--- config.mk ---
export PLATFORM = sky130hd
export DESIGN_NAME = nanorv32_ahb_master_bridge
export DESIGN_NICKNAME = d
export VERILOG_FILES = /design/src/rtl/nanorv32_ahb_master_bridge_pkg.sv /design/src/rtl/nanorv32_ahb_bytesel_decode.sv /design/src/rtl/nanorv32_ahb_master_bridge.sv
export SDC_FILE = /design/constraint.sdc
export NUM_CORES = 1
export LEC_CHECK = 0
export CAP_MARGIN = 20
export CORE_UTILIZATION = 38
export DETAILED_ROUTE_END_ITERATION = 10
export PLACE_DENSITY = 0.8
export SYNTH_ARGS = -nofsm -noshare
export SYNTH_HDL_FRONTEND = slang
export SYNTH_SLANG_ARGS = --single-unit
export TNS_END_PERCENT = 1
--- constraint.sdc ---
create_clock -name clk -period 1.65 [get_ports clk]
set_input_delay 0.165 -clock clk [delete_from_list [all_inputs] [get_ports clk]]
set_output_delay 0.165 -clock clk [all_outputs]
set_load 0.01 [all_outputs]
--- src/rtl/nanorv32_ahb_master_bridge_pkg.sv ---
// Shared AHB-Lite encodings and bridge FSM states for nanorv32 AHB initiators.
package nanorv32_ahb_master_bridge_pkg;

    localparam logic [1:0] HTRANS_IDLE   = 2'b00;
    localparam logic [1:0] HTRANS_NONSEQ = 2'b10;

    localparam logic [2:0] HSIZE_BYTE = 3'b000;
    localparam logic [2:0] HSIZE_HALF = 3'b001;
    localparam logic [2:0] HSIZE_WORD = 3'b010;

    localparam logic [2:0] HBURST_SINGLE = 3'b000;

    typedef enum logic [2:0] {
        StIdle,
        StAddr,
        StData,
        StErr2,
        StDone
    } bridge_state_e;

endpackage

--- src/rtl/nanorv32_ahb_bytesel_decode.sv ---
// Maps a native byte-select mask to AHB transfer size and low address bits.
module nanorv32_ahb_bytesel_decode
    import nanorv32_ahb_master_bridge_pkg::*;
(
    input  logic [3:0] bytesel_i,
    output logic [2:0] hsize_o,
    output logic [1:0] addr_lo_o,
    output logic       legal_o
);

    always_comb begin
        hsize_o   = HSIZE_BYTE;
        addr_lo_o = 2'b00;
        legal_o   = 1'b1;
        case (bytesel_i)
            4'b1111: hsize_o = HSIZE_WORD;
            4'b0011: hsize_o = HSIZE_HALF;
            4'b1100: begin
                hsize_o   = HSIZE_HALF;
                addr_lo_o = 2'b10;
            end
            4'b0001: addr_lo_o = 2'b00;
            4'b0010: addr_lo_o = 2'b01;
            4'b0100: addr_lo_o = 2'b10;
            4'b1000: addr_lo_o = 2'b11;
            default: legal_o = 1'b0;
        endcase
    end

endmodule

--- src/rtl/nanorv32_ahb_master_bridge.sv ---
// Native single-transfer request bus to AHB-Lite master: one non-pipelined
// SINGLE transfer per request, registered outputs on both sides.
module nanorv32_ahb_master_bridge
    import nanorv32_ahb_master_bridge_pkg::*;
#(
    parameter int unsigned AW        = 32,
    parameter logic [3:0]  HPROT_VAL = 4'b0011
) (
    input  logic          clk,
    input  logic          rst_n,

    input  logic          req_en,
    input  logic [AW-1:0] req_addr,
    input  logic          req_we,
    input  logic [3:0]    req_bytesel,
    input  logic [31:0]   req_wdata,
    output logic          req_ready,
    output logic [31:0]   req_rdata,
    output logic          req_err,

    output logic [AW-1:0] haddr,
    output logic [1:0]    htrans,
    output logic          hwrite,
    output logic [2:0]    hsize,
    output logic [2:0]    hburst,
    output logic [3:0]    hprot,
    output logic          hmastlock,
    output logic [31:0]   hwdata,
    input  logic [31:0]   hrdata,
    input  logic          hready,
    input  logic          hresp
);

    bridge_state_e state_q, state_d;

    logic [AW-1:0] haddr_q, haddr_d;
    logic [1:0]    htrans_q, htrans_d;
    logic          hwrite_q, hwrite_d;
    logic [2:0]    hsize_q, hsize_d;
    logic [31:0]   hwdata_q, hwdata_d;
    logic [31:0]   wdata_q, wdata_d;
    logic          ready_q, ready_d;
    logic [31:0]   rdata_q, rdata_d;
    logic          err_q, err_d;

    logic [2:0] dec_hsize;
    logic [1:0] dec_addr_lo;
    logic       dec_legal;

    // The low address bits always come from the byte-select decode.
    logic unused_req_addr_lo;
    assign unused_req_addr_lo = ^req_addr[1:0];

    nanorv32_ahb_bytesel_decode u_bytesel_decode (
        .bytesel_i (req_bytesel),
        .hsize_o   (dec_hsize),
        .addr_lo_o (dec_addr_lo),
        .legal_o   (dec_legal)
    );

    always_comb begin
        state_d  = state_q;
        haddr_d  = haddr_q;
        htrans_d = htrans_q;
        hwrite_d = hwrite_q;
        hsize_d  = hsize_q;
        hwdata_d = hwdata_q;
        wdata_d  = wdata_q;
        ready_d  = 1'b0;
        rdata_d  = rdata_q;
        err_d    = err_q;

        case (state_q)
            StIdle: begin
                if (req_en) begin
                    if (dec_legal) begin
                        haddr_d  = {req_addr[AW-1:2], dec_addr_lo};
                        hwrite_d = req_we;
                        hsize_d  = dec_hsize;
                        htrans_d = HTRANS_NONSEQ;
                        wdata_d  = req_wdata;
                        state_d  = StAddr;
                    end else begin
                        // Rejected locally; DONE raises the pulse one cycle later.
                        err_d   = 1'b1;
                        rdata_d = '0;
                        state_d = StDone;
                    end
                end
            end

            StAddr: begin
                if (hready) begin
                    htrans_d = HTRANS_IDLE;
                    hwdata_d = hwrite_q ? wdata_q : '0;
                    state_d  = StData;
                end
            end

            StData: begin
                if (hresp) begin
                    hwdata_d = '0;
                    if (hready) begin
                        err_d   = 1'b1;
                        rdata_d = '0;
                        ready_d = 1'b1;
                        state_d = StDone;
                    end else begin
                        state_d = StErr2;
                    end
                end else if (hready) begin
                    hwdata_d = '0;
                    err_d    = 1'b0;
                    rdata_d  = hwrite_q ? '0 : hrdata;
                    ready_d  = 1'b1;
                    state_d  = StDone;
                end
            end

            StErr2: begin
                if (hready) begin
                    err_d   = 1'b1;
                    rdata_d = '0;
                    ready_d = 1'b1;
                    state_d = StDone;
                end
            end

            StDone: begin
                // Bus completions arrive with the pulse already set; a local
                // reject enters with it clear and spends one extra cycle here.
                if (ready_q) begin
                    state_d = StIdle;
                end else begin
                    ready_d = 1'b1;
                end
            end

            default: state_d = StIdle;
        endcase
    end

    always_ff @(posedge clk) begin
        if (!rst_n) begin
            state_q  <= StIdle;
            haddr_q  <= '0;
            htrans_q <= HTRANS_IDLE;
            hwrite_q <= 1'b0;
            hsize_q  <= HSIZE_BYTE;
            hwdata_q <= '0;
            wdata_q  <= '0;
            ready_q  <= 1'b0;
            rdata_q  <= '0;
            err_q    <= 1'b0;
        end else begin
            state_q  <= state_d;
            haddr_q  <= haddr_d;
            htrans_q <= htrans_d;
            hwrite_q <= hwrite_d;
            hsize_q  <= hsize_d;
            hwdata_q <= hwdata_d;
            wdata_q  <= wdata_d;
            ready_q  <= ready_d;
            rdata_q  <= rdata_d;
            err_q    <= err_d;
        end
    end

    assign haddr     = haddr_q;
    assign htrans    = htrans_q;
    assign hwrite    = hwrite_q;
    assign hsize     = hsize_q;
    assign hwdata    = hwdata_q;
    assign hburst    = HBURST_SINGLE;
    assign hprot     = HPROT_VAL;
    assign hmastlock = 1'b0;
    assign req_ready = ready_q;
    assign req_rdata = rdata_q;
    assign req_err   = err_q;

endmodule
==> Yosys cells after proc, flatten, opt, wreduce, memory -nomap -nowiden <==
Index checks and enable logic that the tools add are counted.
{ "classes": {"n_eq_ne": 17, "n_mux": 36, "reduce_logical": 13} }
{ "op_table": {"columns": ["cell", "n"], "rows": [
  ["32-bit 2-to-1 mux", 10],
  ["32-bit case mux with 3 select lines", 1],
  ["32-bit case mux with 2 select lines", 1],
  ["3-bit 2-to-1 mux", 7],
  ["3-bit case mux with 5 select lines", 1],
  ["4-bit == test (second input constant)", 3],
  ["2-bit != test (second input constant)", 5],
  ["3-bit AND reduction", 3],
  ["4-bit by 2-bit == test with 1-bit output (second input constant)", 2],
  ["1-bit 2-to-1 mux", 8],
  ["2-bit case mux with 2 select lines", 2],
  ["4-bit AND reduction", 2],
  ["7-bit OR reduction", 1],
  ["3-bit by 2-bit == test with 1-bit output (second input constant)", 2],
  ["2-bit 2-to-1 mux", 3],
  ["2-bit case mux with 3 select lines", 1],
  ["2-bit OR reduction", 3],
  ["4-bit by 1-bit == test with 1-bit output (second input constant)", 1],
  ["4-bit by 3-bit == test with 1-bit output (second input constant)", 1],
  ["2-bit nonzero test", 2],
  ["3-bit by 1-bit == test with 1-bit output (second input constant)", 1],
  ["3-bit == test (second input constant)", 1],
  ["3-bit zero test", 1],
  ["3-bit != test (second input constant)", 1],
  ["3 further kinds", 3]
]} }
{ "word_totals": {"reg_bits": 139, "output_inout_bits": 112, "wordCells": 76} }

==> Longest topological paths before layout <==
{ "logic_depth": {"depth_word": 6, "depth_mapped": 7, "depth_no_buf": 5} }

==> Modules after synthesis <==
From an unflattened synthesis, not the netlist that was laid out.
{ "hier_totals": {"cells_unflattened": 583, "hier_area_um2": 5192.5} }
{ "modules_own_cells": {"columns": ["module", "n_inst", "cells_each", "area_per_inst_um2"], "rows": [
  ["nanorv32_ahb_master_bridge", 1, 570, 5117.4],
  ["nanorv32_ahb_bytesel_decode", 1, 13, 75.1]
]} }

==> Worst setup path after synthesis <==
OpenSTA, ideal clock, no wires.
{ "synth_timing": {"kind": "reg-to-reg", "from": "register state_q[2]", "to": "register rdata_q[0] (netlist: req_rdata[0])", "setup_ns": 0.117, "arrival_ns": 1.499, "required_ns": 1.533, "path_slack_ns": 0.034, "path_stages_with_launch": 8, "n_path_buf": 2, "synth_period_minus_slack_ns": 1.616, "cell_sequence": "dfxtp_1 -> buf_2 -> nor4b_4 -> a21oi_2 -> nor2_1 -> a21oi_2 -> buf_4 -> a22o_1"} }
{ "synth_via": {"elab_chain_len": 3, "word_cells_on_any_way": 9, "cone_classes": "eq/ne: 5; mux: 1; reduce/logical: 3"} }
{ "synth_lines": {"columns": ["item", "line", "source"], "rows": [
  ["start: declaration", "nanorv32_ahb_master_bridge.sv:34", "bridge_state_e state_q, state_d;"],
  ["start signal: assignment", "nanorv32_ahb_master_bridge.sv:145", "state_q <= StIdle;"],
  ["start signal: assignment", "nanorv32_ahb_master_bridge.sv:156", "state_q <= state_d;"],
  ["3-bit by 2-bit == test with 1-bit output / 3-bit zero test (equally long branches)", "nanorv32_ahb_master_bridge.sv:73", "case (state_q)"],
  ["3-bit != test (no source line), or another cell as far along", null, null],
  ["4-bit AND reduction (no source line)", null, null],
  ["end signal: assignment", "nanorv32_ahb_master_bridge.sv:164", "rdata_q <= rdata_d;"],
  ["end: declaration", "nanorv32_ahb_master_bridge.sv:43", "logic [31:0] rdata_q, rdata_d;"]
]} }
Several ways; a longest one is shown, not always the timed one.
A chain may end at the register's enable or synchronous reset.

==> Final worst setup path <==
{ "layout_timing": {"from": "register state_q[1]", "to": "register rdata_q[10] (netlist: req_rdata[10])"} }
The elaborated chain is that of the path after synthesis.

==> summary.md <==
| Metric | Value |
|---|---|
| Outcome | finished with violations |
| Failing checks | setup timing |
| Leakage | roughly 2.9 nW |
| Multiplexer share of the synthesized area | 0.702% |
| Final Hold Viols | 0 |
| I/O pin total | roughly 220 |
| Die area | 0.0136 mm² |
| Worst Skew | roughly 0.0063 ns |
| Largest net degree at the start of global routing | between 50 and 60 |
| Share of layout cells above drive strength 1 | between 9 and 10% |
| Core area | between 0.01 and 0.015 mm² |
| Final WS setup | -0.00525 ns |
| R2R Setup Slk | -0.005 ns |
| Fin nets | 900 |
| Htree depth | 4 |
| First-pass GRT wire length | about 22 mm |
| Max VDD drop | ~650 µV |
| Vias in the first global route | between 4,000 and 5,000 |
| Top cell type by total area after synthesis | dfxtp_1 |
| CTS max path bufs | 2 |
| CP Capture Type | flip-flop |
| Avg Cell Area, Syn | 8.61 µm² |
| Post-synthesis simple-gate area fraction | between 10% and 20% |
| Die Width | ~120 µm |
| Cell variety after synth | 38 |
| Final HPWL DP | approximately 9.4 mm |
| WL/cell | roughly 15 µm |
| Type of the worst setup path | flip-flop to flip-flop |
| RSZ-0062 raised after global routing | yes |
| Final worst path period need | approximately 1.7 ns |
| Worst skew pair latency | 0.41 ns |
| Drt initial violations | roughly 280 |
| Share of synthesized registers carrying an async set or reset | 0% |
| Top_reg_cell synth | dfxtp_1 |
| Fraction of the cycle the final worst path needs | 100% |
| Hold Crit Class | input pin to flip-flop |
| TritonCTS Buffers | 17 |
| Synth Warn # | 0 |
| Top post-synthesis cells by area | dfxtp_1, nand2_1, a21oi_1 |
| Final Setup Violations | 2 |
| Grt total ovfl | 0 |
| CTS tree | yes |
| Synth top area share | a little over half |
| Synth Register Bits | 137 |
| Die span in y | ~120 µm |
| Combinational family with the most area after synthesis | simple AND/OR/NAND/NOR gates |
| Power density over the cells | a little over 1000 mW/mm² |
| Worst setup SP type | flip-flop |
| GR Util All Layers | 21.2% |
| Compound-gate portion of the synthesized area | 18.2% |
| R2R Path End | req_rdata[10]$_SDFFE_PN0P_ |
| Placer Congestion | a little over 0.8 |
| Syn Inst Count | between 500 and 600 |
| WHS Path Cells | 3 |
| Worst r2r src | state_q[1]$_SDFFE_PN0P_ |
| Hold Path Sink | haddr[0]$_SDFFE_PN0P_ |
| Initial antenna violation count | 0 |
| Synth-to-Final Area Change | 61.5% |
| Vias/cell | 4.89 |
| Initial Util | about two fifths |
| Row cnt | between 40 and 50 |
| Final wirelength | roughly 15 mm |
| Final Power | ~8.4 mW |
| DRC violations left | 0 |
| Max Clk Rate | 0.604 GHz |
| Seq/Total Area, Yosys | about 55% |
| CP Data Required Time | 1.95 ns |
| CP max FO | 15 |
| Clk sinks | 137 |
| Worst endpoint data arrival time | 1.95 ns |
| DR pass1 iterations | 6 |
| EDFF count, synth | 0 |
| Adder-Cell Fraction of Synth Area | 0% |
| Hold WS | roughly 0.19 ns |
| Routed Antenna Nets | 0 |
| Routed vias | approximately 4,800 |
| Synthesized area | about 0.005 mm² |
| Hold_sp | req_bytesel[0] |
| Max-Cap Viols | 0 |
| PortBufs | roughly 210 |
| Worst-path clk slew | 0.05 ns |
| Antenna diode count | 0 |
| Post-synthesis xor/xnor area fraction | less than 1% |
| R2R cell count | 8 |
| Clk root buf | clkbuf_16 |
| Max-slew violation count | 0 |
[cell type report]
class / count / area (µm²)
Timing Repair Buffer: 241 / 2490
Multi-Input combinational cell: 395 / 2020
Tap cell: 172 / 215
Inverter: 2 / 8.76
Clock inverter: 8 / 120
Sequential cell: 137 / 2750
Fill cell: 1051 / 4660
Clock buffer: 24 / 462
[cells in the final DEF (no fill, tap or decap), types with 10 or more instances in the layout]
cell,Yosys,routed
buf_4,18,23
a21oi_1,102,102
nand3_1,33,33
clkbuf_16,0,18
conb_1,2,10
buf_12,0,12
a22o_1,31,31
clkdlybuf4s50_1,0,204
nand2_1,166,166
nor2_1,11,10
dfxtp_1,137,135
[flip-flops by register name, summed over array words and instances, names as in the netlist]
register   flops
haddr         32
hwdata        32
req_rdata     32
wdata_q       32
state_q        3
hsize          2
htrans         1
hwrite         1
req_err        1
req_ready      1
[critical path, stage by stage, from the launching register on]
cell and delay [ns]:
dfxtp_2 0.36, nor4b_4 0.28, buf_4 0.15, a21oi_2 0.04
nor2_2 0.14, a21oi_2 0.07, buf_4 0.15, clkbuf_16 0.17
a22o_1 0.19
[cell families (layout without fill, tap and decap cells)]
logic type                count (synthesis)  after routing
other                                     2             10
xor gates and xnor gates                  1              1
AOI/OAI and AO/OA                       150            150
buffers and inverters                    56            275
and+or+nand+nor                         231            231
DFF                                     137            137
muxes                                     3              3
[worst max path at each step]
stage | startpoint | cells past startpoint | endpoint | slack [ns]
after floorplan | state_q[2]$_SDFFE_PN0P_ | 7 | req_rdata[0]$_SDFFE_PN0P_ | 0.03
after global placement | req_bytesel[0] | 7 | wdata_q[9]$_SDFFE_PN0P_ | -0.25
after detailed placement | req_bytesel[0] | 7 | haddr[7]$_SDFFE_PN0P_ | -0.30
after CTS | state_q[1]$_SDFFE_PN0P_ | 7 | req_rdata[24]$_SDFFE_PN0P_ | 0.01
after global routing | state_q[1]$_SDFFE_PN0P_ | 7 | req_rdata[6]$_SDFFE_PN0P_ | -0.07
final | state_q[1]$_SDFFE_PN0P_ | 8 | req_rdata[10]$_SDFFE_PN0P_ | -0.005
[cells in the mapped netlist, types with 2 or more instances]
library cell,instances
a21o_1,2
a21oi_1,102
a21oi_2,3
a22o_1,31
a311oi_1,3
and3_1,2
buf_2,18
buf_4,18
clkbuf_1,17
conb_1,2
dfxtp_1,137
inv_1,2
mux2i_1,2
nand2_1,166
nand2b_1,3
nand3_1,33
nand3b_1,2
nor2_1,11
nor2b_1,3
nor3_1,3
o21ai_0,3
[power by group]
part	total (mW)	internal [mW]	leakage [nW]	switching, mW
sequential	3.50	3.43	1.11	0.0655
combinational	1.12	0.596	1.53	0.526
clock	3.75	2.41	0.278	1.34
[per-stage QoR]
step / TNS [ns] / util, % / setup slack, ns / cells / instance area, µm²
CTS: 0 / 62.9 / 0.0125 / 977 / 8010
global placement: -21.85 / 58.3 / -0.245 / 945 / 7420
detailed placement: -25.69 / 58.3 / -0.299 / 945 / 7420
global route: -1.60 / 63.4 / -0.0719 / 979 / 8060
finish: -0.00572 / 63.4 / -0.00525 / 979 / 8060
floorplan: 0 / - / 0.0339 / 588 / 5020
[metal layers]
| metal | vias to the layer above | GRT usage [%] | share of wire (%) |
|---|---|---|---|
| met5 | - | 0 | 0 |
| met4 | 0 | 7.59 | 1.5 |
| met3 | 17 | 7.63 | 9.0 |
| met2 | 177 | 37.2 | 50 |
| met1 | 2221 | 23.5 | 40 |
| li1 | 2370 | - | - |
[what timing repair did]
item,4_1_cts,5_1_grt
hold buffers,0,0
hold endpoints to repair,0,0
gates cloned,0,1
pin swaps,0,2
gates resized for setup,3,5
endpoints found under the setup margin,31,44
buffers inserted,0,1
Note: power is estimated with default switching activity, not from simulation.
